<file path="config.mk">
export PLATFORM = sky130hd
export DESIGN_NAME = online_multiplier_stream
export DESIGN_NICKNAME = d
export VERILOG_FILES = /design/src/rtl/online_arith_pkg.sv /design/src/rtl/online_mult_step.sv /design/src/rtl/online_multiplier_stream.sv
export SDC_FILE = /design/constraint.sdc
export NUM_CORES = 1
export LEC_CHECK = 0
export CAP_MARGIN = 20
export CORE_AREA = 10 10 182 184
export CTS_CLUSTER_DIAMETER = 30
export CTS_CLUSTER_SIZE = 40
export DETAILED_ROUTE_END_ITERATION = 8
export DIE_AREA = 0 0 192 194
export PLACE_DENSITY_LB_ADDON = 0.25
export SETUP_SLACK_MARGIN = 0.15
export SYNTH_ARGS = -nofsm -noshare
export SYNTH_HDL_FRONTEND = slang
export SYNTH_SLANG_ARGS = --single-unit
</file>
<file path="constraint.sdc">
create_clock -name clk -period 17.9 [get_ports clk]
set_input_delay 2.685 -clock clk [delete_from_list [all_inputs] [get_ports clk]]
set_output_delay 2.685 -clock clk [all_outputs]
set_load 0.05 [all_outputs]
</file>
<file path="src/rtl/online_arith_pkg.sv">
// Shared types, width helpers and digit utilities for the online arithmetic blocks.
//   digit_width()    : bits of one two's-complement signed digit for radix 2^k
//   residual_width() : bits of the online residual W
//   omst_state_t     : control states of the streaming online multiplier
//   SELM_*           : shape of the selection estimate used for output digits
//   digit_saturate() : folds the unused code -R onto -(R-1)
package online_arith_pkg;

    // Widest digit the helpers below handle.
    localparam int unsigned DIGIT_MAX_W = 8;

    // Number of fractional radix digits kept in the selection estimate.
    localparam int unsigned SELM_FRAC_DIGITS = 1;

    typedef enum logic [1:0] {
        ST_IDLE,
        ST_FEED,
        ST_DRAIN,
        ST_LAST_OUT
    } omst_state_t;

    function automatic int unsigned digit_width(input int unsigned k);
        return k + 1;
    endfunction

    function automatic int unsigned residual_width(input int unsigned k,
                                                   input int unsigned max_digits,
                                                   input int unsigned delta);
        return (k + 1) * (max_digits + delta + 1);
    endfunction

    // Clamp a signed digit into [-(2^k-1), 2^k-1].
    function automatic logic signed [DIGIT_MAX_W-1:0] digit_saturate(
        input logic signed [DIGIT_MAX_W-1:0] d,
        input int unsigned                   k
    );
        logic signed [DIGIT_MAX_W-1:0] lim;
        lim = DIGIT_MAX_W'((1 << k) - 1);
        if (d > lim) begin
            return lim;
        end
        if (d < -lim) begin
            return -lim;
        end
        return d;
    endfunction

endpackage

</file>
<file path="src/rtl/online_mult_step.sv">
// One combinational online-multiplication iteration.
//   x_prev     : X_{j-1}, two's complement fraction with K*MAX_DIGITS fractional bits
//   y_cur      : Y_j (already includes this iteration's y digit), same format
//   x_d, y_d   : this iteration's operand digits (zero while draining)
//   w          : residual W, K*(MAX_DIGITS+DELTA) fractional bits
//   force_zero : suppress digit selection (first DELTA iterations)
//   p          : selected product digit
//   w_next     : updated residual V - p
module online_mult_step
    import online_arith_pkg::*;
#(
    parameter int unsigned K          = 2,
    parameter int unsigned DIGIT_BITS = digit_width(K),
    parameter int unsigned MAX_DIGITS = 8,
    parameter int unsigned DELTA      = 2
) (
    input  logic signed [DIGIT_BITS*MAX_DIGITS-1:0]               x_prev,
    input  logic signed [DIGIT_BITS*MAX_DIGITS-1:0]               y_cur,
    input  logic signed [DIGIT_BITS-1:0]                          x_d,
    input  logic signed [DIGIT_BITS-1:0]                          y_d,
    input  logic signed [residual_width(K, MAX_DIGITS, DELTA)-1:0] w,
    input  logic                                                  force_zero,
    output logic signed [DIGIT_BITS-1:0]                          p,
    output logic signed [residual_width(K, MAX_DIGITS, DELTA)-1:0] w_next
);

    localparam int unsigned XY_W      = DIGIT_BITS * MAX_DIGITS;
    localparam int unsigned W_W       = residual_width(K, MAX_DIGITS, DELTA);
    localparam int unsigned PROD_W    = XY_W + DIGIT_BITS;
    localparam int unsigned W_FRAC    = K * (MAX_DIGITS + DELTA);
    localparam int unsigned SELM_SH   = K * SELM_FRAC_DIGITS;
    localparam int unsigned EST_LSB   = W_FRAC - SELM_SH;
    localparam int unsigned EST_W     = W_W - EST_LSB;
    localparam int          SELM_HALF = 1 << (SELM_SH - 1);
    localparam int          DIGIT_LIM = (1 << K) - 1;

    logic signed [PROD_W-1:0] prod_xy;
    logic signed [PROD_W-1:0] prod_yx;
    logic signed [W_W-1:0]    v;
    logic signed [EST_W-1:0]  est;
    logic signed [EST_W-1:0]  est_rnd;
    logic signed [EST_W-1:0]  p_sel;

    // The operand fractions carry K*DELTA fewer fractional bits than W, so the
    // raw products already sit at weight R^-DELTA in residual units.
    always_comb begin
        prod_xy = PROD_W'(x_prev) * PROD_W'(y_d);
        prod_yx = PROD_W'(y_cur) * PROD_W'(x_d);
        v       = (w <<< K) + W_W'(prod_xy) + W_W'(prod_yx);

        // Round-to-nearest on the truncated top of V, then clamp to the digit set.
        est     = v[W_W-1:EST_LSB];
        est_rnd = (est + EST_W'(SELM_HALF)) >>> SELM_SH;
        if (est_rnd > EST_W'(DIGIT_LIM)) begin
            p_sel = EST_W'(DIGIT_LIM);
        end else if (est_rnd < -EST_W'(DIGIT_LIM)) begin
            p_sel = -EST_W'(DIGIT_LIM);
        end else begin
            p_sel = est_rnd;
        end

        p      = force_zero ? '0 : DIGIT_BITS'(p_sel);
        w_next = v - (W_W'(p) <<< W_FRAC);
    end

endmodule

</file>
<file path="src/rtl/online_multiplier_stream.sv">
// MSD-first online multiplier for radix-2^K signed-digit operands with a
// start / valid-ready streaming interface.
//   clk, extern_reset        : clock, synchronous active-high reset
//   start, n_digits          : launch an operation of length n (clipped to MAX_DIGITS)
//   full_result_sel          : 0 -> n product digits, 1 -> 2n product digits
//   in_valid/in_ready        : operand digit pair handshake (x_digit, y_digit)
//   out_valid/out_ready      : product digit handshake (z_digit, z_last)
//   busy                     : operation in progress
module online_multiplier_stream
    import online_arith_pkg::*;
#(
    parameter int unsigned K          = 2,
    parameter int unsigned DIGIT_BITS = digit_width(K),
    parameter int unsigned MAX_DIGITS = 8,
    parameter int unsigned DELTA      = 2,
    parameter int unsigned CNT_BITS   = 5
) (
    input  logic                  clk,
    input  logic                  extern_reset,
    input  logic                  start,
    input  logic [CNT_BITS-1:0]   n_digits,
    input  logic                  full_result_sel,
    input  logic                  in_valid,
    output logic                  in_ready,
    input  logic [DIGIT_BITS-1:0] x_digit,
    input  logic [DIGIT_BITS-1:0] y_digit,
    output logic                  out_valid,
    input  logic                  out_ready,
    output logic [DIGIT_BITS-1:0] z_digit,
    output logic                  z_last,
    output logic                  busy
);

    localparam int unsigned XY_W    = DIGIT_BITS * MAX_DIGITS;
    localparam int unsigned XY_FRAC = K * MAX_DIGITS;
    localparam int unsigned W_W     = residual_width(K, MAX_DIGITS, DELTA);

    // Initial value of the "minus one ulp" converter register: -1.0.
    localparam logic [XY_W-1:0] QM_INIT = {{(XY_W - XY_FRAC){1'b1}}, {XY_FRAC{1'b0}}};

    omst_state_t state;
    omst_state_t state_nxt;

    logic [CNT_BITS-1:0]          j_cnt;
    logic [CNT_BITS-1:0]          n_eff;
    logic [CNT_BITS-1:0]          t_total;
    logic [CNT_BITS-1:0]          n_clip;
    logic [CNT_BITS-1:0]          t_calc;
    logic signed [XY_W-1:0]       x_q, x_qm, y_q, y_qm;
    logic signed [XY_W-1:0]       x_next, x_next_m, y_cur, y_next_m;
    logic signed [W_W-1:0]        w_q, w_next;
    logic signed [DIGIT_BITS-1:0] x_sat, y_sat, x_use, y_use, p;
    logic [K-1:0]                 x_dm1, y_dm1;
    int unsigned                  digit_sh;
    logic                         out_slot_free;
    logic                         start_ok;
    logic                         fire;
    logic                         emit;
    logic                         last_iter;

    // Handshake and iteration qualifiers.
    always_comb begin
        out_slot_free = !out_valid || out_ready;
        in_ready      = (state == ST_FEED) && out_slot_free;
        busy          = (state != ST_IDLE);
        start_ok      = (state == ST_IDLE) && start && (n_digits != '0);
        fire          = ((state == ST_FEED) && in_valid && in_ready) ||
                        ((state == ST_DRAIN) && out_slot_free);
        emit          = fire && (j_cnt >= CNT_BITS'(DELTA));
        last_iter     = (j_cnt == t_total - CNT_BITS'(1));
        n_clip        = (n_digits > CNT_BITS'(MAX_DIGITS)) ? CNT_BITS'(MAX_DIGITS) : n_digits;
        t_calc        = (full_result_sel ? (n_clip << 1) : n_clip) + CNT_BITS'(DELTA);
    end

    // Next-state logic.
    always_comb begin
        state_nxt = state;
        case (state)
            ST_IDLE:     if (start_ok) state_nxt = ST_FEED;
            ST_FEED:     if (fire && (j_cnt == n_eff - CNT_BITS'(1))) state_nxt = ST_DRAIN;
            ST_DRAIN:    if (fire && last_iter) state_nxt = ST_LAST_OUT;
            ST_LAST_OUT: if (out_valid && out_ready) state_nxt = ST_IDLE;
            default:     state_nxt = ST_IDLE;
        endcase
    end

    always_ff @(posedge clk) begin
        if (extern_reset) begin
            state <= ST_IDLE;
        end else begin
            state <= state_nxt;
        end
    end

    // Input digit cleanup and on-the-fly conversion: the new digit is ORed into
    // its slot of either Q or QM, so no carry chain is needed.
    always_comb begin
        x_sat = DIGIT_BITS'(digit_saturate(DIGIT_MAX_W'($signed(x_digit)), K));
        y_sat = DIGIT_BITS'(digit_saturate(DIGIT_MAX_W'($signed(y_digit)), K));
        x_use = '0;
        y_use = '0;
        if (state == ST_FEED) begin
            x_use = x_sat;
            y_use = y_sat;
        end

        digit_sh = 0;
        if (32'(j_cnt) < MAX_DIGITS) begin
            digit_sh = K * (MAX_DIGITS - 1 - 32'(j_cnt));
        end

        x_dm1    = x_use[K-1:0] - K'(1);
        y_dm1    = y_use[K-1:0] - K'(1);
        x_next   = ((x_use >= 0) ? x_q : x_qm) | (XY_W'(x_use[K-1:0]) << digit_sh);
        x_next_m = ((x_use > 0)  ? x_q : x_qm) | (XY_W'(x_dm1) << digit_sh);
        y_cur    = ((y_use >= 0) ? y_q : y_qm) | (XY_W'(y_use[K-1:0]) << digit_sh);
        y_next_m = ((y_use > 0)  ? y_q : y_qm) | (XY_W'(y_dm1) << digit_sh);
    end

    online_mult_step #(
        .K          (K),
        .DIGIT_BITS (DIGIT_BITS),
        .MAX_DIGITS (MAX_DIGITS),
        .DELTA      (DELTA)
    ) u_step (
        .x_prev     (x_q),
        .y_cur      (y_cur),
        .x_d        (x_use),
        .y_d        (y_use),
        .w          (w_q),
        .force_zero (j_cnt < CNT_BITS'(DELTA)),
        .p          (p),
        .w_next     (w_next)
    );

    // Counters, converters, residual and output register.
    always_ff @(posedge clk) begin
        if (extern_reset) begin
            j_cnt     <= '0;
            n_eff     <= '0;
            t_total   <= '0;
            x_q       <= '0;
            x_qm      <= '0;
            y_q       <= '0;
            y_qm      <= '0;
            w_q       <= '0;
            z_digit   <= '0;
            out_valid <= 1'b0;
            z_last    <= 1'b0;
        end else begin
            if (start_ok) begin
                n_eff   <= n_clip;
                t_total <= t_calc;
                j_cnt   <= '0;
                w_q     <= '0;
                x_q     <= '0;
                x_qm    <= QM_INIT;
                y_q     <= '0;
                y_qm    <= QM_INIT;
            end
            if (fire) begin
                j_cnt <= j_cnt + CNT_BITS'(1);
                w_q   <= w_next;
                if (state == ST_FEED) begin
                    x_q  <= x_next;
                    x_qm <= x_next_m;
                    y_q  <= y_cur;
                    y_qm <= y_next_m;
                end
            end
            if (emit) begin
                z_digit   <= p;
                out_valid <= 1'b1;
                z_last    <= last_iter;
            end else if (out_ready) begin
                out_valid <= 1'b0;
                z_last    <= 1'b0;
            end
        end
    end

endmodule
</file>
Word level (Yosys, flattened, before mapping). Index checks and enable logic that the tools add are counted. W data, S select, Z words.

Bits in registers: 149.

Add/sub/neg operators: 11. Multiply operators: 2. Order comparisons: 14. Eq/ne operators: 9. Shifts and indexed selects: 4. Muxes and demuxes: 50. Bitwise logic cells: 4. Reductions and logical operators: 19.

Operator list (number): $mux W24 (16); $shl A2 B32 Y24 (4); $or A24 B24 Y24 (4); $add A33 B27 Y33 (2); $mux W31 (2); $mul A24 B3 Y27 (2); $mux W3 (13); $mux W32 (1); $sub A31 B23 Y31 (1); $mux W5 (4); $add A15 B3 Y15 const B (1); $gt A13 B3 Y1 const B (1); $lt A13 B3 Y1 const B (1); $eq A5 B5 Y1 (2); $logic_and A1 B1 Y1 (10); $sub A5 B1 Y5 const B (2); $mux W1 (9); $mux W2 (4); $pmux W2 S4 (1); $ge A3 B1 Y1 const B (2); $gt A3 B1 Y1 const B (2); $gt A3 B3 Y1 const B (2); $lt A3 B3 Y1 const B (2); $reduce_bool A2 Y1 (3); other kinds (17) (22).

Depth between registers and ports, before layout. Gate-level depths: netlist (run 1).

Depth after elaboration: 18. Mapped depth: 48. Mapped depth without buffers: 46.

Hierarchy. A second synthesis (run 1) with hierarchy kept.

Cells, all modules: 1860. Area, all modules: 15040.7 µm².

Modules (own cells, without submodules): online_mult_step (instances 1, cells each 896, area an instance 7652.3 µm², seq. area each 0.0 µm²); online_multiplier_stream (instances 1, cells each 964, area an instance 7388.3 µm², seq. area each 3022.9 µm²).

Least setup slack after synthesis (run 1). No wires, ideal clock.

Path kind: input port to flip-flop. Start: input y_digit[0]. End: register w_q[30]. Library setup time: 0.132 ns. Data arrival time: 11.793 ns. Path slack: 5.975 ns. Stages: 46. Path through: o21ai_0 ha_1 and3b_1 clkbuf_1 clkinv_1 nor3b_1 a221oi_1 and2_1 fa_1 inv_1 fa_1 inv_1 fa_1 inv_1 fa_1 inv_1 ha_1 buf_2 [10 not listed] or4b_1 mux2_4 o21a_1 ha_1 inv_1 fa_1 a21oi_1 nor2_1 nor2_1 o21ai_0 a21oi_1 o21bai_1 a21oi_1 o21ai_0 xor2_1 and3_1 o21ai_0 a21oi_1.

Cells in the longest elaborated chain, start to end: 18.

RTL lines: start, declared (RTL line online_multiplier_stream.sv:26) `input logic [DIGIT_BITS-1:0] y_digit,`; $lt A3 B3 Y1 (RTL line online_arith_pkg.sv:42) `if (d < -lim) begin`; $mux W1 (2 in series) (RTL line online_arith_pkg.sv:42); $mux W3 (RTL line online_arith_pkg.sv:45) `return d;`; $mux W3 (*) (RTL line online_arith_pkg.sv:42); $mux W3 (*) (RTL line online_multiplier_stream.sv:102) `if (state == ST_FEED) begin`; parallel branches: the longest is 4 deep, another holds $add A33 B27 Y33; $add A33 B27 Y33 (*) (RTL line online_mult_step.sv:49) `v = (w <<< K) + W_W'(prod_xy) + W_W'(prod_yx);`; $add A15 B3 Y15 (*) (RTL line online_mult_step.sv:53) `est_rnd = (est + EST_W'(SELM_HALF)) >>> SELM_SH;`; $lt A13 B3 Y1 (RTL line online_mult_step.sv:56) `end else if (est_rnd < -EST_W'(DIGIT_LIM)) begin`; $mux W3 (RTL line online_mult_step.sv:56); $mux W3 (*) (RTL line online_mult_step.sv:54) `if (est_rnd > EST_W'(DIGIT_LIM)) begin`; $mux W3 (*) (RTL line online_mult_step.sv:62) `p = force_zero ? '0 : DIGIT_BITS'(p_sel);`; via p[0] (RTL line online_multiplier_stream.sv:52) `logic signed [DIGIT_BITS-1:0] x_sat, y_sat, x_use, y_use, p;`; $sub A31 B23 Y31 (*) (RTL line online_mult_step.sv:63) `w_next = v - (W_W'(p) <<< W_FRAC);`; $mux W31 (*) (RTL line online_multiplier_stream.sv:161) `if (fire) begin`; end signal, assigned (RTL line online_multiplier_stream.sv:163) `w_q <= w_next;`; end, declared (RTL line online_multiplier_stream.sv:51) `logic signed [W_W-1:0] w_q, w_next;`.

Mark *: on every way through the listed nets, which the timed path passes. The select of a mux whose other input is x is not followed. A chain may end at the register's enable or synchronous reset.

Worst setup path after layout (run 1). Same ends and word-level chain as after synthesis.

==> results of run 1 <==
==> per-layer routing <==
layer | global-route usage (%) | up-vias | routed length, um
met1 | 27.3 | 6321 | 16700
met4 | 6.24 | 0 | 844
met3 | 2.88 | 54 | 2350
met5 | 0 | - | 0
met2 | 35.6 | 409 | 19300
li1 | - | 6121 | -
==> cell type report <==
class                   instances  area [um^2]  area share (%)
clock buffers                  19          453            2.91
clock inverters                12          119           0.764
well taps                     390          488            3.14
repair buffers                 44          385            2.48
flip-flops and latches        149         2980            19.2
multi-input cells            1369        10200            65.8
inverters                     237          891            5.73
==> metrics by stage <==
| stage | power (W) | hold WS, ns |
|---|---|---|
| 4_1_cts | 0.00260 | 0.474 |
| 2_1_floorplan | 0.00181 | 0.445 |
| 3_5_place_dp | 0.00223 | 0.465 |
| 5_1_grt | 0.00286 | 0.499 |
| 3_3_place_gp | 0.00221 | 0.458 |
| 6_report | 0.00260 | 0.471 |
==> power by group through the flow <==
stage / sequential [W] / clock, W / combinational (W)
after floorplan: 0.000408 / 0 / 0.00140
after global placement: 0.000422 / 0 / 0.00178
after detailed placement: 0.000423 / 0 / 0.00181
after CTS: 0.000417 / 0.000365 / 0.00182
after global routing: 0.000422 / 0.000380 / 0.00206
final: 0.000417 / 0.000360 / 0.00182
==> cells by family (layout without fill, tap and decap cells) <==
kind of cell             Yosys count  count (layout)
AO/OA/AOI/OAI                    391             391
multiplexers                      21              21
buffers and inverters            351             312
AND/OR/NAND/NOR                  677             677
flip-flops                       149             149
XOR/XNOR                          52              52
adder cells (fa/ha/maj)          228             228
==> cells in the final DEF, fill, tap and decap left out, types with 47 or more instances in the layout <==
master and n:
a21oi_1 88, a22oi_1 61, dfxtp_1 149, fa_1 134, ha_1 94, inv_1 234, nand2_1 187, nand3_1 47
nor2_1 254, o21ai_0 85
==> final timing paths <==
check	endpoint	cells after the start	start	slack [ns]
worst max-delay path	w_q[30]	45	y_digit[0]	4.39
worst min register to register	w_q[0]	2	w_q[0]	0.47
worst min-delay path	w_q[0]	2	w_q[0]	0.47
worst max register to register	w_q[30]	44	state[1]	6.49
==> flip-flops by register name, summed over array words and instances, names as in the netlist <==
| name | flops |
|---|---|
| z_last | 1 |
| n_eff | 5 |
| w_q | 31 |
| t_total | 5 |
| x_q | 24 |
| state | 2 |
| y_q | 24 |
| y_qm | 24 |
| j_cnt | 5 |
| z_digit | 3 |
| out_valid | 1 |
| x_qm | 24 |
==> critical path, delay by kind of cell <==
family	cells	cell delay, ns
multiplexers	1	0.28
AO/OA/AOI/OAI	17	3.25
adder cells (fa/ha/maj)	9	3.43
AND/OR/NAND/NOR	9	2.62
XOR/XNOR	1	0.19
buffers and inverters	8	1.39
==> flow_summary.ini, run 1 <==
[outcome]
status = finished, final reports clean

[yosys]
synth_cell_type_count = 80
synth-seq-area-share_pct = 20.5
synth-xor-area-share_pct = 3.13
synth_most_common_cell = nor2_1
ys_async_sr_fraction_pct = 0
synthCells = 1869
ys.flop_type = dfxtp_1
avgSynthCellArea_um2 = 7.77
syn_area_um2 = 14500
synth.area.top_cells = dfxtp_1, fa_1, ha_1
synth_top_area_share_pct = 20.5
syn_nets = 2114
synth-edff-count = 0
synth_compound_area_share_pct = 17.7
synth_seq_cells = 149
yosysWarningCount = 0
synth_top_family_by_area = adder cells
synth-simple-area-share_pct = 21.4
synth_largest_area_cell = dfxtp_1
synthTopCellsByCount = nor2_1, inv_1, nand2_1
synth_adder_area_share_pct = 26.6
synthMuxAreaShare_pct = 1.48

[floorplanning]
start_util_pct = 49.4
die-width_um = 192
pin_count = 24
dieArea_um2 = 37200
rows = 63
chipHeight_um = 194
core_um2 = 29400

[worst_setup_path]
crit_top_cell = a21oi_1
worst_setup_path_start_kind = input port
cp_data_arrival_time_ns = 13.89
end_kind = flip-flop
crit_path_top_delay_cell = a2111oi_2
crit_path_max_fanout = 28
crit_required_ns = 18.28
path_class = in2reg
cp_slowest_stage_delay_ns = 0.71

[power_and_ir_drop]
swShare_pct = 52.8
clockPowerShare_pct = 13.9
combPwrFrac_pct = 70.1
p_switching_w = 0.00137
p_leak_nw = 6.47
seq_power_share_pct = 16.0
internal_power_w = 0.00123
max-vdd-ir-drop_mv = 0.204
power.density_nw_per_um2 = 167

[timing]
setup_violations = 0
rsz0062_at_grt = no
fmax_ghz = 0.0740
setup_slack_ns = 4.39
setup-tns-final_ns = 0
final-hold-violation-count = 0
slew_headroom_pct = 28.2
slew_violations = 0
fin_skew_ns = 0.0257
worst_pin_slew_ns = 1.07
post-route-period-util_pct = 75.5
layout_min_cycle_time_ns = 13.51

[global_routing]
globalRoute.totalOverflow = 0
grt_usage_pct = 21.1
grt_pass1_vias = 12700
antenna_found_initial = 0
grt_pass1_wl_mm = 64.7
grt_max_degree = 89

[routing]
first_pass_iters = 5
drt.antenna.violating_nets = 0
drt-total-wl_mm = 39.2
post_drt_wl_per_cell_um = 17.6
viasPerCell = 5.81
drt_iter0_drc = 1134
route.detailed.drc = 0
detailroute.via_count = 12900

[clocking]
htree_levels = 4
clock_latency_ns = 0.44
holdBufCountCts = 0
clockBufferDepth = 2
cts_root_buf = clkbuf_16
cts_resized = 0
cts.sinks = 149
clkSlewWorstSetupHoldPaths_ns = 0.07
cts_setup_buffers = 0
cts_tree = built
cts_made_buffers = 17

[final_layout]
antenna_cells = 0
drive_gt1_share_pct = 4.15
instances_no_fill = 2220
utilization_pct = 52.9
syn_to_final_growth_pct = 7.04
nets = 2063
fin_area_um2 = 15600
fill_cells = 2729

[placement]
port_buffers = 23
placed_cells = 2189
hpwl_mm = 27.8
routabilityCongestion = 0.917
place_area_um2 = 15000
place_ws_ns = 4.03

[worst_hold_path]
hold_path.class = reg2reg

[job]
maxCapViolCount = 0
Note: power is estimated with default switching activity, not from simulation.
==> inputs of run 2 (changes only) <==
==> constraint.sdc (replaced) <==
create_clock -name clk -period 14 [get_ports clk]
set_input_delay 2.1 -clock clk [delete_from_list [all_inputs] [get_ports clk]]
set_output_delay 2.1 -clock clk [all_outputs]
set_load 0.05 [all_outputs]
==> run 2 against run 1 <==
  * Sequential power grew 28%
  * Non-clock buffer count rose by 5
  * Worst hold slack got worse by 0.0023 ns
  * Die area did not move
  * Combinational power grew 28%
  * Cell count up 0.27%
  * Wire length fell by 0.30%
  * Clock power up 25%
  * Core utilization up 0.081 points
  * Register-to-register slack lost 4.2 ns
  * Via count increased by 0.60%
  * First-iteration DRC count is 3.9% higher
==> flow_summary.ini, run 2 (same netlist as run 1, synthesis figures left out) <==
[power_and_ir_drop]
power.density_nw_per_um2 = 213
clockPowerShare_pct = 13.6
p_leak_nw = 6.49
seq_power_share_pct = 16.1
p_switching_w = 0.00174
internal_power_w = 0.00157
combPwrFrac_pct = 70.3
max-vdd-ir-drop_mv = 0.321
swShare_pct = 52.5

[worst_hold_path]
worstHoldStart = w_q[0]
hold_path.class = reg2reg

[timing]
slew_violations = 0
setup-tns-final_ns = 0
fmax_ghz = 0.0761
slew_headroom_pct = 35.7
post-route-period-util_pct = 93.8
worst_pin_slew_ns = 0.964
setup_violations = 0
fin_skew_ns = 0.0136
setup_slack_ns = 0.867
layout_min_cycle_time_ns = 13.13
final-hold-violation-count = 0
rsz0062_at_grt = no
whs_ns = 0.469

[worst_setup_path]
cp_slowest_stage_delay_ns = 0.80
crit_top_cell = a21oi_1
path_class = in2reg
cp_data_arrival_time_ns = 13.50
r2r-start = state[1]
crit_required_ns = 14.37
crit_path_top_delay_cell = a2111oi_2
crit_start = y_digit[0]
worst_setup_path_start_kind = input port
end_kind = flip-flop
r2r_slack_ns = 2.34
crit_path_max_fanout = 8

[global_routing]
use_met1_pct = 27.6
top_usage_layer = met2
grt_usage_pct = 21.1
grtUsageMet2_pct = 34.8
grt_max_degree = 83
grt_use_met3_pct = 3.22
grt_pass1_wl_mm = 64.7
antenna_found_initial = 0
globalRoute.totalOverflow = 0
grt_pass1_vias = 12800

[floorplanning]
chipHeight_um = 194
dieArea_um2 = 37200
pin_count = 24
die-width_um = 192
rows = 63
core_um2 = 29400
start_util_pct = 49.4

[placement]
place_area_um2 = 15000
routabilityCongestion = 0.916
hpwl_mm = 28.4
place_ws_ns = 0.722
placed_cells = 2193
port_buffers = 23

[clocking]
holdBufCountCts = 0
cts_resized = 0
cts_made_buffers = 17
clock_latency_ns = 0.44
cts_tree = built
cts.sinks = 149
cts_root_buf = clkbuf_16
htree_levels = 4
clockBufferDepth = 2
cts_setup_buffers = 0
clkSlewWorstSetupHoldPaths_ns = 0.07

[final_layout]
top_register = w_q
multiInputGateArea_um2 = 10200
seqCellArea_um2 = 2980
instances_no_fill = 2226
nets = 2068
syn_to_final_growth_pct = 7.21
final_cell_mix = nor2_1, inv_1, nand2_1
antenna_cells = 0
drive_gt1_share_pct = 4.30
fin_area_um2 = 15600
largest_reg_flops = 31
fill_cells = 2755
final_common_cell = nor2_1

[job]
maxCapViolCount = 0

[routing]
viasPerCell = 5.83
detailroute.via_count = 13000
first_pass_iters = 6
drt-total-wl_mm = 39.1
drt_iter0_drc = 1178
route.detailed.drc = 0
post_drt_wl_per_cell_um = 17.5
drt.antenna.violating_nets = 0

[outcome]
status = finished, final reports clean
[run 2: cell types whose count changed in the layout (fill, tap and decap cells not counted), sizes merged]
cell / previous run / this run
buf: 22 / 26
inv: 239 / 235
clkinv: 7 / 9
clkbuf: 19 / 23
[run 2: power by group through the flow]
stage | Sequential (W) | Clock [W] | Combinational (W)
6_report | 0.000533 | 0.000451 | 0.00233
4_1_cts | 0.000533 | 0.000457 | 0.00232
3_5_place_dp | 0.000541 | 0 | 0.00230
3_3_place_gp | 0.000539 | 0 | 0.00227
2_1_floorplan | 0.000522 | 0 | 0.00179
5_1_grt | 0.000540 | 0.000474 | 0.00262
[run 2: per-stage QoR]
step / util (%) / total power, W
floorplan: - / 0.00231
global placement: 51.0 / 0.00281
detailed placement: 51.0 / 0.00285
CTS: 53.0 / 0.00331
global route: 53.0 / 0.00364
finish: 53.0 / 0.00331
[run 2: final timing paths]
check / depth (start not counted) / to
setup reg to reg: 43 / w_q[30]
hold reg to reg: 2 / w_q[0]
hold / removal: 2 / w_q[0]
setup / recovery: 44 / w_q[30]
[run 2: area by class of cell]
type | instances | area share [%]
clock inverters | 10 | 0.634
inverters | 237 | 5.72
well taps | 390 | 3.13
repair buffers | 49 | 2.71
clock buffers | 22 | 2.98
multi-input cells | 1369 | 65.7
flip-flops and latches | 149 | 19.1
[run 2: worst max-delay path: cells and delay by family]
kind	cells	cell delay [ns]
AOI/OAI and AO/OA	17	3.51
adders and majority gates	9	3.42
and+or+nand+nor	9	2.96
buffers and inverters	7	1.00
muxes	1	0.28
xor gates and xnor gates	1	0.20
[run 2: layer usage]
| layer | share of wire [%] | wire [um] |
|---|---|---|
| met2 | 48 | 18900 |
| met4 | 2.4 | 921 |
| met1 | 43 | 16700 |
| met3 | 6.5 | 2550 |
| met5 | 0 | 0 |
